## src/rtl/dvp_pkg.sv

```systemverilog
// Shared DVP definitions: FSM encodings, RGB565 bar colours, byte packing.
package dvp_pkg;

    typedef enum logic [2:0] {
        ST_IDLE   = 3'd0,
        ST_VSYNC  = 3'd1,
        ST_VBACK  = 3'd2,
        ST_LINE   = 3'd3,
        ST_HBLANK = 3'd4,
        ST_VFRONT = 3'd5
    } dvp_state_e;

    // Bytes on the DVP bus per RGB565 pixel, high byte first
    localparam int unsigned BYTES_PER_PIXEL = 2;

    localparam int unsigned NUM_BARS = 8;

    localparam logic [15:0] RGB_WHITE   = 16'hFFFF;
    localparam logic [15:0] RGB_YELLOW  = 16'hFFE0;
    localparam logic [15:0] RGB_CYAN    = 16'h07FF;
    localparam logic [15:0] RGB_GREEN   = 16'h07E0;
    localparam logic [15:0] RGB_MAGENTA = 16'hF81F;
    localparam logic [15:0] RGB_RED     = 16'hF800;
    localparam logic [15:0] RGB_BLUE    = 16'h001F;
    localparam logic [15:0] RGB_BLACK   = 16'h0000;

    // Colour of bar idx, left to right
    function automatic logic [15:0] bar_color(input logic [2:0] idx);
        logic [15:0] c;
        case (idx)
            3'd0:    c = RGB_WHITE;
            3'd1:    c = RGB_YELLOW;
            3'd2:    c = RGB_CYAN;
            3'd3:    c = RGB_GREEN;
            3'd4:    c = RGB_MAGENTA;
            3'd5:    c = RGB_RED;
            3'd6:    c = RGB_BLUE;
            default: c = RGB_BLACK;
        endcase
        return c;
    endfunction

endpackage

```

## src/rtl/dvp_bar_pattern.sv

```systemverilog
// 8-bar colour generator; colour_c is the colour of the pixel being launched now.
module dvp_bar_pattern #(
    parameter int unsigned H_ACTIVE = 480
) (
    input  logic        pclk,
    input  logic        rst_n,
    input  logic        line_start,
    input  logic        pixel_advance,
    output logic [15:0] color_c
);
    import dvp_pkg::*;

    localparam int unsigned BAR_W = H_ACTIVE / NUM_BARS;
    localparam int unsigned CW    = (BAR_W > 1) ? $clog2(BAR_W) : 1;

    logic [CW-1:0] cnt_q, cnt_d, base_cnt;
    logic [2:0]    idx_q, idx_d, base_idx;

    // line_start rewinds to bar 0 in the same cycle it launches the first pixel
    always_comb begin
        base_idx = line_start ? 3'd0 : idx_q;
        base_cnt = line_start ? '0 : cnt_q;
        idx_d    = base_idx;
        cnt_d    = base_cnt;
        if (pixel_advance) begin
            if (base_cnt == CW'(BAR_W - 1)) begin
                cnt_d = '0;
                if (base_idx != 3'd7) begin
                    idx_d = base_idx + 3'd1;
                end
            end else begin
                cnt_d = base_cnt + CW'(1);
            end
        end
        color_c = bar_color(base_idx);
    end

    // Bar position registers
    always_ff @(posedge pclk or negedge rst_n) begin
        if (!rst_n) begin
            cnt_q <= '0;
            idx_q <= 3'd0;
        end else begin
            cnt_q <= cnt_d;
            idx_q <= idx_d;
        end
    end

endmodule

```

## src/rtl/dvp_source.sv

```systemverilog
// DVP transmitter: frames RGB565 pixels (stream or colour bars) onto vsync/href/data.
module dvp_source #(
    parameter int unsigned H_ACTIVE = 480,
    parameter int unsigned V_ACTIVE = 272,
    parameter int unsigned H_BLANK  = 64,
    parameter int unsigned VS_LEN   = 8,
    parameter int unsigned V_BACK   = 16,
    parameter int unsigned V_FRONT  = 16
) (
    input  logic        pclk,
    input  logic        rst_n,
    input  logic        enable,
    input  logic        test_en,
    input  logic        pix_valid,
    input  logic [15:0] pix_data,
    output logic        pix_ready,
    output logic        vsync,
    output logic        href,
    output logic [7:0]  data,
    output logic        frame_done,
    output logic        underrun
);
    import dvp_pkg::*;

    localparam int unsigned CNT_W     = 12;
    localparam int unsigned MAX_A     = (VS_LEN > V_BACK) ? VS_LEN : V_BACK;
    localparam int unsigned MAX_B     = (H_BLANK > V_FRONT) ? H_BLANK : V_FRONT;
    localparam int unsigned BLANK_MAX = (MAX_A > MAX_B) ? MAX_A : MAX_B;
    localparam int unsigned BW        = $clog2(BLANK_MAX + 1);
    localparam int unsigned PH_W      = (BYTES_PER_PIXEL > 1) ? $clog2(BYTES_PER_PIXEL) : 1;

    dvp_state_e         state_q, state_d;
    logic [BW-1:0]      blank_q, blank_d;
    logic [CNT_W-1:0]   pix_q, pix_d;
    logic [CNT_W-1:0]   line_q, line_d;
    logic [PH_W-1:0]    ph_q, ph_d;
    logic               mode_q, mode_d;
    logic [7:0]         lo_q, lo_d;
    logic [7:0]         data_q, data_d;
    logic               vsync_q, vsync_d;
    logic               href_q, href_d;
    logic               frame_done_q, frame_done_d;
    logic               underrun_q, underrun_d;

    logic               last_vback_c, last_hblank_c, more_lines_c;
    logic               last_ph_c, last_pix_c, line_start_c, slot_c;
    logic               vs_entry_c;
    logic [15:0]        bar_color_c, src_c;

    // Decode of registered state: where the next high byte is launched from
    always_comb begin
        last_vback_c  = (state_q == ST_VBACK)  && (blank_q == BW'(V_BACK - 1));
        last_hblank_c = (state_q == ST_HBLANK) && (blank_q == BW'(H_BLANK - 1));
        more_lines_c  = (line_q != CNT_W'(V_ACTIVE - 1));
        last_ph_c     = (ph_q == PH_W'(BYTES_PER_PIXEL - 1));
        last_pix_c    = (pix_q == CNT_W'(H_ACTIVE - 1));
        line_start_c  = last_vback_c || (last_hblank_c && more_lines_c);
        slot_c        = line_start_c || ((state_q == ST_LINE) && last_ph_c && !last_pix_c);
        pix_ready     = slot_c && !mode_q;
    end

    dvp_bar_pattern #(
        .H_ACTIVE (H_ACTIVE)
    ) u_bars (
        .pclk          (pclk),
        .rst_n         (rst_n),
        .line_start    (line_start_c),
        .pixel_advance (slot_c && mode_q),
        .color_c       (bar_color_c)
    );

    // Next-state and counter sequencing
    always_comb begin
        state_d = state_q;
        blank_d = blank_q;
        pix_d   = pix_q;
        line_d  = line_q;
        ph_d    = ph_q;
        case (state_q)
            ST_IDLE: begin
                if (enable) begin
                    state_d = ST_VSYNC;
                    blank_d = '0;
                end
            end
            ST_VSYNC: begin
                if (blank_q == BW'(VS_LEN - 1)) begin
                    state_d = ST_VBACK;
                    blank_d = '0;
                end else begin
                    blank_d = blank_q + BW'(1);
                end
            end
            ST_VBACK: begin
                if (last_vback_c) begin
                    state_d = ST_LINE;
                    line_d  = '0;
                    pix_d   = '0;
                    ph_d    = '0;
                end else begin
                    blank_d = blank_q + BW'(1);
                end
            end
            ST_LINE: begin
                if (last_ph_c) begin
                    if (last_pix_c) begin
                        state_d = ST_HBLANK;
                        blank_d = '0;
                    end else begin
                        pix_d = pix_q + CNT_W'(1);
                        ph_d  = '0;
                    end
                end else begin
                    ph_d = ph_q + PH_W'(1);
                end
            end
            ST_HBLANK: begin
                if (last_hblank_c) begin
                    if (more_lines_c) begin
                        state_d = ST_LINE;
                        line_d  = line_q + CNT_W'(1);
                        pix_d   = '0;
                        ph_d    = '0;
                    end else begin
                        state_d = ST_VFRONT;
                        blank_d = '0;
                    end
                end else begin
                    blank_d = blank_q + BW'(1);
                end
            end
            ST_VFRONT: begin
                blank_d = '0;
                if (blank_q == BW'(V_FRONT - 1)) begin
                    state_d = enable ? ST_VSYNC : ST_IDLE;
                end else begin
                    blank_d = blank_q + BW'(1);
                end
            end
            default: begin
                state_d = ST_IDLE;
                blank_d = '0;
            end
        endcase
    end

    // Outputs computed one cycle ahead so the registered pins line up with state_q
    always_comb begin
        vs_entry_c   = (state_d == ST_VSYNC) && (state_q != ST_VSYNC);
        mode_d       = vs_entry_c ? test_en : mode_q;
        underrun_d   = vs_entry_c ? 1'b0 : (underrun_q || (pix_ready && !pix_valid));
        vsync_d      = (state_d == ST_VSYNC);
        href_d       = (state_d == ST_LINE);
        frame_done_d = (state_d == ST_VFRONT) && (blank_d == BW'(V_FRONT - 1));
        src_c        = mode_q ? bar_color_c : (pix_valid ? pix_data : 16'h0000);
        lo_d         = lo_q;
        data_d       = 8'h00;
        if (slot_c) begin
            data_d = src_c[15:8];
            lo_d   = src_c[7:0];
        end else if (state_d == ST_LINE) begin
            data_d = lo_q;
        end
    end

    // State, counters and output registers
    always_ff @(posedge pclk or negedge rst_n) begin
        if (!rst_n) begin
            state_q      <= ST_IDLE;
            blank_q      <= '0;
            pix_q        <= '0;
            line_q       <= '0;
            ph_q         <= '0;
            mode_q       <= 1'b0;
            lo_q         <= 8'h00;
            data_q       <= 8'h00;
            vsync_q      <= 1'b0;
            href_q       <= 1'b0;
            frame_done_q <= 1'b0;
            underrun_q   <= 1'b0;
        end else begin
            state_q      <= state_d;
            blank_q      <= blank_d;
            pix_q        <= pix_d;
            line_q       <= line_d;
            ph_q         <= ph_d;
            mode_q       <= mode_d;
            lo_q         <= lo_d;
            data_q       <= data_d;
            vsync_q      <= vsync_d;
            href_q       <= href_d;
            frame_done_q <= frame_done_d;
            underrun_q   <= underrun_d;
        end
    end

    assign vsync      = vsync_q;
    assign href       = href_q;
    assign data       = data_q;
    assign frame_done = frame_done_q;
    assign underrun   = underrun_q;

endmodule

```

## config.mk

```make
export PLATFORM = sky130hd
export DESIGN_NAME = dvp_source
export DESIGN_NICKNAME = d
export VERILOG_FILES = /design/src/rtl/dvp_pkg.sv /design/src/rtl/dvp_bar_pattern.sv /design/src/rtl/dvp_source.sv
export SDC_FILE = /design/constraint.sdc
export NUM_CORES = 1
export LEC_CHECK = 0
export CORE_MARGIN = 5
export CORE_UTILIZATION = 40
export DETAILED_ROUTE_END_ITERATION = 16
export PLACE_DENSITY = 0.61
export SYNTH_ARGS = -nofsm -noshare
export SYNTH_HDL_FRONTEND = slang
export SYNTH_HIERARCHICAL = 1
export SYNTH_SLANG_ARGS = --single-unit
```

## constraint.sdc

```tcl
create_clock -name pclk -period 4.9 [get_ports pclk]
set_input_delay 0.735 -clock pclk [delete_from_list [all_inputs] [get_ports pclk]]
set_output_delay 0.735 -clock pclk [all_outputs]
set_load 0.005 [all_outputs]
```

==> flow_metrics.tcl, run 1 <==
set metrics [dict create \
    die_x_um 106 \
    hold_viol 0 \
    outcome "complete, no violations" \
    startpoint "blank_q[1]$_DFF_PN0_" \
    route.antenna.remaining_nets 0 \
    yosys-top-cells-area "dfrtp_1 44%, nor2_1 3.5%, nand2_1 3.3%" \
    clock_path_buffers 2 \
    hp-start "lo_q[6]$_DFFE_PN0N_" \
    vdd_drop_max_uv 140 \
    coreArea_um2 9150 \
    die_h_um 106 \
    yosysTopAreaCellShare_pct 43.7 \
    vias 2943 \
    synthFlopType "dfrtp_1" \
    final_cell_area_um2 4240 \
    syn_nets 419 \
    setup_viol 0 \
    crit_fanout 15 \
    cts-root-buf "clkbuf_8" \
    critical_path_required_ns 4.16 \
    h-tree-depth 3 \
    setup_tns_ns 0 \
    antenna_found_initial 0 \
    gp_congestion 0.858 \
    numCtsBuffers 9 \
    synth_area_per_cell_um2 9.47 \
    via_per_inst 5.62 \
    insertion_delay_ns 0.34 \
    max_freq_ghz 0.256 \
    syn_inst 393 \
    grt_pass1_wl_um 14200 \
    yosysMostFrequentCell "dfrtp_1" \
    cts_resized 0 \
    post_cts_buffers 0 \
    grt_max_degree 66 \
    grtUsageTotal_pct 15.2 \
    critPathTopFamily "buffers and inverters" \
    yosysTopAreaCell "dfrtp_1" \
    slew_headroom_pct 45.7 \
    clk_pin_slew_ns 0.07 \
    grt_setup_unrepaired "no" \
    synth_area_um2 3720 \
    multi_input_area_um2 1850 \
    critical_path_arrival_ns 3.17 \
    yosysUniqueCellTypes 67 \
    num_rows 35 \
    yosysSeqAreaShare_pct 43.7 \
    io_buffers 33 \
    async_reset_ff_share_pct 100 \
    skew_ns 0.0126 \
    cp_num_buf_inv 2 \
    cp-end-kind "primary output" \
    synth_edf_count 0 \
    yosysWarnings 6 \
    drv_slew 0 \
    regArea_um2 1630 \
    area_growth_pct 13.8 \
    cellLeakagePower_uw 0.00183 \
    drc 0 \
    grt_pass1_vias 2971 \
    antenna_cells 0 \
    first_pass_iters 4 \
    die_area_um2 11300 \
    fin_crit_ns 3.91 \
    layout.cells.non_filler 524 \
    fin_nets 436 \
    initial_core_util_pct 40.7 \
    tightestPinTransition_ns 0.814 \
    path_cells "ha_1 -> and3_1 -> and3_1 -> a21oi_1 -> buf_4 -> a21oi_1 -> clkdlybuf4s50_1" \
    cts_hold_buf 0 \
    cpPeakStageDelay_ns 0.63 \
    cp_slowest_cell "clkdlybuf4s50_1" \
    fillCellCount 885 \
    r2r_start "blank_q[1]$_DFF_PN0_" \
    wl_per_cell_um 15.0 \
    hp-class "reg2reg" \
    final_util_pct 46.3 \
    tritoncts "built" \
    cts.sinks 65 \
    grt-ovfl-total 0 \
    hpwl_um 5450 \
    start_kind "register" \
    routed_wl_um 7840 \
    period_share_pct 79.8 \
    drtIter0Drc 119 \
    place_area_um2 4040 \
    worstSetupPathType "reg2out" \
    synth_seq_cells 65 \
    io_pins 34 \
    drive_gt1_share_pct 9.69 \
    ys_top_cells_by_count "65 x dfrtp_1, 35 x nor2_1, 33 x nand2_1" \
    maxCapViolCount 0 \
    p_per_area_nw_per_um2 244 \
    dp.cells 510 \
]
[worst reg2reg max path: cells and delay by family, from the launching register on]
kind	cells	cell delay, ns
mux	1	0.31
fa+ha+maj	1	0.28
buf+inv	4	0.81
simple gates	5	1.50
flops	1	0.41
compound gates	1	0.08
[layer usage]
layer / vias up / routed length, µm / GRT usage [%] / part of all wire (%)
li1: 1445 / - / - / -
met1: 1416 / 3740 / 20.6 / 48
met2: 73 / 3590 / 23.8 / 46
met3: 9 / 417 / 4.74 / 5.3
met4: 0 / 97 / 3.56 / 1.2
met5: - / 0 / 0 / 0
[path summary, 6_finish.rpt]
path                                                   to  cells past startpoint  slack (ns)
min in group asynchronous       u_bars/cnt_q[4]$_DFF_PN0_                      2        0.56
worst min-delay path                  lo_q[6]$_DFFE_PN0N_                      2        0.49
worst max register to register  u_bars/idx_q[1]$_DFF_PN0_                     12        1.41
worst max-delay path                            pix_ready                      7        0.99
worst min register to register        lo_q[6]$_DFFE_PN0N_                      2        0.49
max in group asynchronous            pix_q[5]$_DFFE_PN0P_                      2        3.79
[cells by family (layout without fill, tap and decap cells)]
group | Yosys count | after routing | synth area share, %
fa+ha+maj | 5 | 5 | 1.68
xor+xnor | 21 | 21 | 4.94
buf+inv | 47 | 67 | 6.49
simple gates | 174 | 174 | 27.0
flops | 65 | 65 | 43.7
mux | 3 | 3 | 1.01
compound gates | 78 | 78 | 15.2
[power breakdown]
part           switching, µW  leakage [µW]  internal (µW)
Clock                    194      0.000101            271
Combinational           16.6      0.000904           16.8
Sequential             0.250      0.000830            537
[cells in the final DEF (no fill, tap or decap), drive strengths merged, types with 5 or more instances in the layout]
cell            n
nand4           9
nor3            8
a31oi           8
buf             5
a21oi           5
a22oi           8
nand2b          8
nor2b           8
o21ai          19
xnor2          12
inv            16
clkbuf         12
nor4            8
ha              5
nor2           36
clkdlybuf4s50  32
nand3          21
and3           15
xor2            9
a221o           9
dfrtp          65
nand2          33
o211ai          8
[layout make-up]
class,instances,share of cell area [%]
well taps,111,3.28
inverters,16,1.42
clock buffers,12,3.90
flip-flops and latches,65,38.4
multi-input cells,281,43.8
repair buffers,37,8.39
clock inverters,2,0.886
[stage by stage]
stage	hold slack, ns	power, µW	setup slack, ns
global route	0.532	1080	0.747
CTS	0.489	1050	0.949
finish	0.488	1040	0.992
floorplan	0.439	552	1.68
detailed placement	0.473	582	1.35
global placement	0.469	582	1.43
[state kept, by name, summed over array words and instances (netlist names), 3 cells and up]
signal        cells
lo_q              8
blank_q           7
u_bars/idx_q      3
data              8
line_q           12
pix_q            12
state_q           3
u_bars/cnt_q      6
(Power assumes the default switching activity.)
==> run 2, diff against run 1 <==
clock period = 3.95 ns   (was 4.9 ns; I/O delays follow)
==> flow_metrics.tcl, run 2 (synthesis gave the netlist of run 1 again) <==
set metrics [dict create \
    area_growth_pct 14.2 \
    skew_ns 0.0127 \
    cp-end-kind "primary output" \
    start_kind "register" \
    cellLeakagePower_uw 0.00184 \
    drv_slew 0 \
    die_h_um 106 \
    clk_pin_slew_ns 0.08 \
    critical_path_required_ns 3.36 \
    antenna_found_initial 0 \
    p_per_area_nw_per_um2 305 \
    fillCellCount 847 \
    routed_wl_um 8440 \
    grt_pass1_vias 2899 \
    via_per_inst 5.62 \
    first_pass_iters 5 \
    grtUsageTotal_pct 15.6 \
    route.met3.wl_um 432 \
    final_cell_mix "65 x dfrtp_1, 35 x nor2_1, 33 x nand2_1, 32 x clkdlybuf4s50_1, 21 x nand3_1" \
    numCtsBuffers 9 \
    cts.sinks 65 \
    setup_tns_ns 0 \
    grt_setup_unrepaired "no" \
    place_area_um2 4050 \
    cts-root-buf "clkbuf_8" \
    grt_pass1_wl_um 14500 \
    die_x_um 106 \
    setup_viol 0 \
    num_rows 35 \
    initial_core_util_pct 40.7 \
    final_cell_area_um2 4250 \
    critical_path_arrival_ns 2.97 \
    top_regs "line_q x12, pix_q x12" \
    h-tree-depth 3 \
    slew_headroom_pct 50.1 \
    cts_hold_buf 0 \
    fin_nets 438 \
    max_freq_ghz 0.281 \
    insertion_delay_ns 0.36 \
    io_buffers 33 \
    gp_congestion 0.851 \
    tritoncts "built" \
    fin_crit_ns 3.56 \
    vdd_drop_max_uv 204 \
    antenna_cells 0 \
    cts_resized 0 \
    m1WireLength_um 3960 \
    top_layer "met4" \
    post_cts_buffers 0 \
    regArea_um2 1630 \
    period_share_pct 90.1 \
    grt-ovfl-total 0 \
    multi_input_area_um2 1850 \
    wl_per_cell_um 16.0 \
    grt_max_degree 35 \
    outcome "complete, no violations" \
    met2_length_um 3940 \
    drtIter0Drc 182 \
    route.antenna.remaining_nets 0 \
    final_common_cell "dfrtp_1" \
    die_area_um2 11300 \
    coreArea_um2 9150 \
    hp-class "in2async" \
    worstSetupPathType "reg2out" \
    drc 0 \
    tightestPinTransition_ns 0.749 \
    io_pins 34 \
    clock_path_buffers 2 \
    maxCapViolCount 0 \
    vias 2965 \
    crit_fanout 14 \
    hpwl_um 5920 \
    drive_gt1_share_pct 10.6 \
    hold_viol 0 \
]
## run 2: final cells by class
cell class                 instances  share of cell area [%]
tap                              111                    3.27
multi-input combinational        281                    43.6
sequential                        65                    38.3
inverter                          16                    1.41
clock buffer                       9                    2.91
clock inverter                     7                    1.82
timing repair buffer              39                    8.71
## run 2: path summary, 6_finish.rpt
check | endpoint | start | depth (start not counted) | slack, ns
worst max-delay path | pix_ready | blank_q[1]$_DFF_PN0_ | 8 | 0.39
worst min-delay path | u_bars/cnt_q[2]$_DFF_PN0_ | rst_n | 1 | 0.29
worst max register to register | u_bars/idx_q[1]$_DFF_PN0_ | blank_q[1]$_DFF_PN0_ | 11 | 0.69
worst min register to register | lo_q[6]$_DFFE_PN0N_ | lo_q[6]$_DFFE_PN0N_ | 2 | 0.49
max in group asynchronous | blank_q[3]$_DFF_PN0_ | rst_n | 2 | 2.77
min in group pclk | lo_q[6]$_DFFE_PN0N_ | lo_q[6]$_DFFE_PN0N_ | 2 | 0.49
## run 2: power by group
group	switching (µW)	leakage (µW)	internal, µW
clock network	292	0.000100	297
logic	20.7	0.000914	20.8
registers	0.341	0.000830	665
## run 2: layer usage
layer / vias up / GRT usage, %
met2: 76 / 24.7
met5: - / 0
met1: 1421 / 21.5
li1: 1454 / -
met4: 0 / 3.93
met3: 14 / 4.07
## run 2: per-stage QoR
step           total power (µW)  worst slack [ns]  utilization [%]  std cells  hold slack (ns)
2_1_floorplan               684             0.734                -        393            0.297
3_3_place_gp                722             0.833             44.3        512            0.469
3_5_place_dp                722             0.728             44.3        512            0.472
4_1_cts                    1310             0.422             46.5        528            0.328
5_1_grt                    1340             0.191             46.5        528            0.373
6_report                   1300             0.391             46.5        528            0.286
## run 2: critical path: stages, from the launching register on
cell and delay (ns):
dfrtp_1 0.42, ha_1 0.26, and3_1 0.28, and3_1 0.47, a21oi_1 0.12, buf_4 0.21
a21oi_1 0.14, buf_4 0.19, clkdlybuf4s50_1 0.51
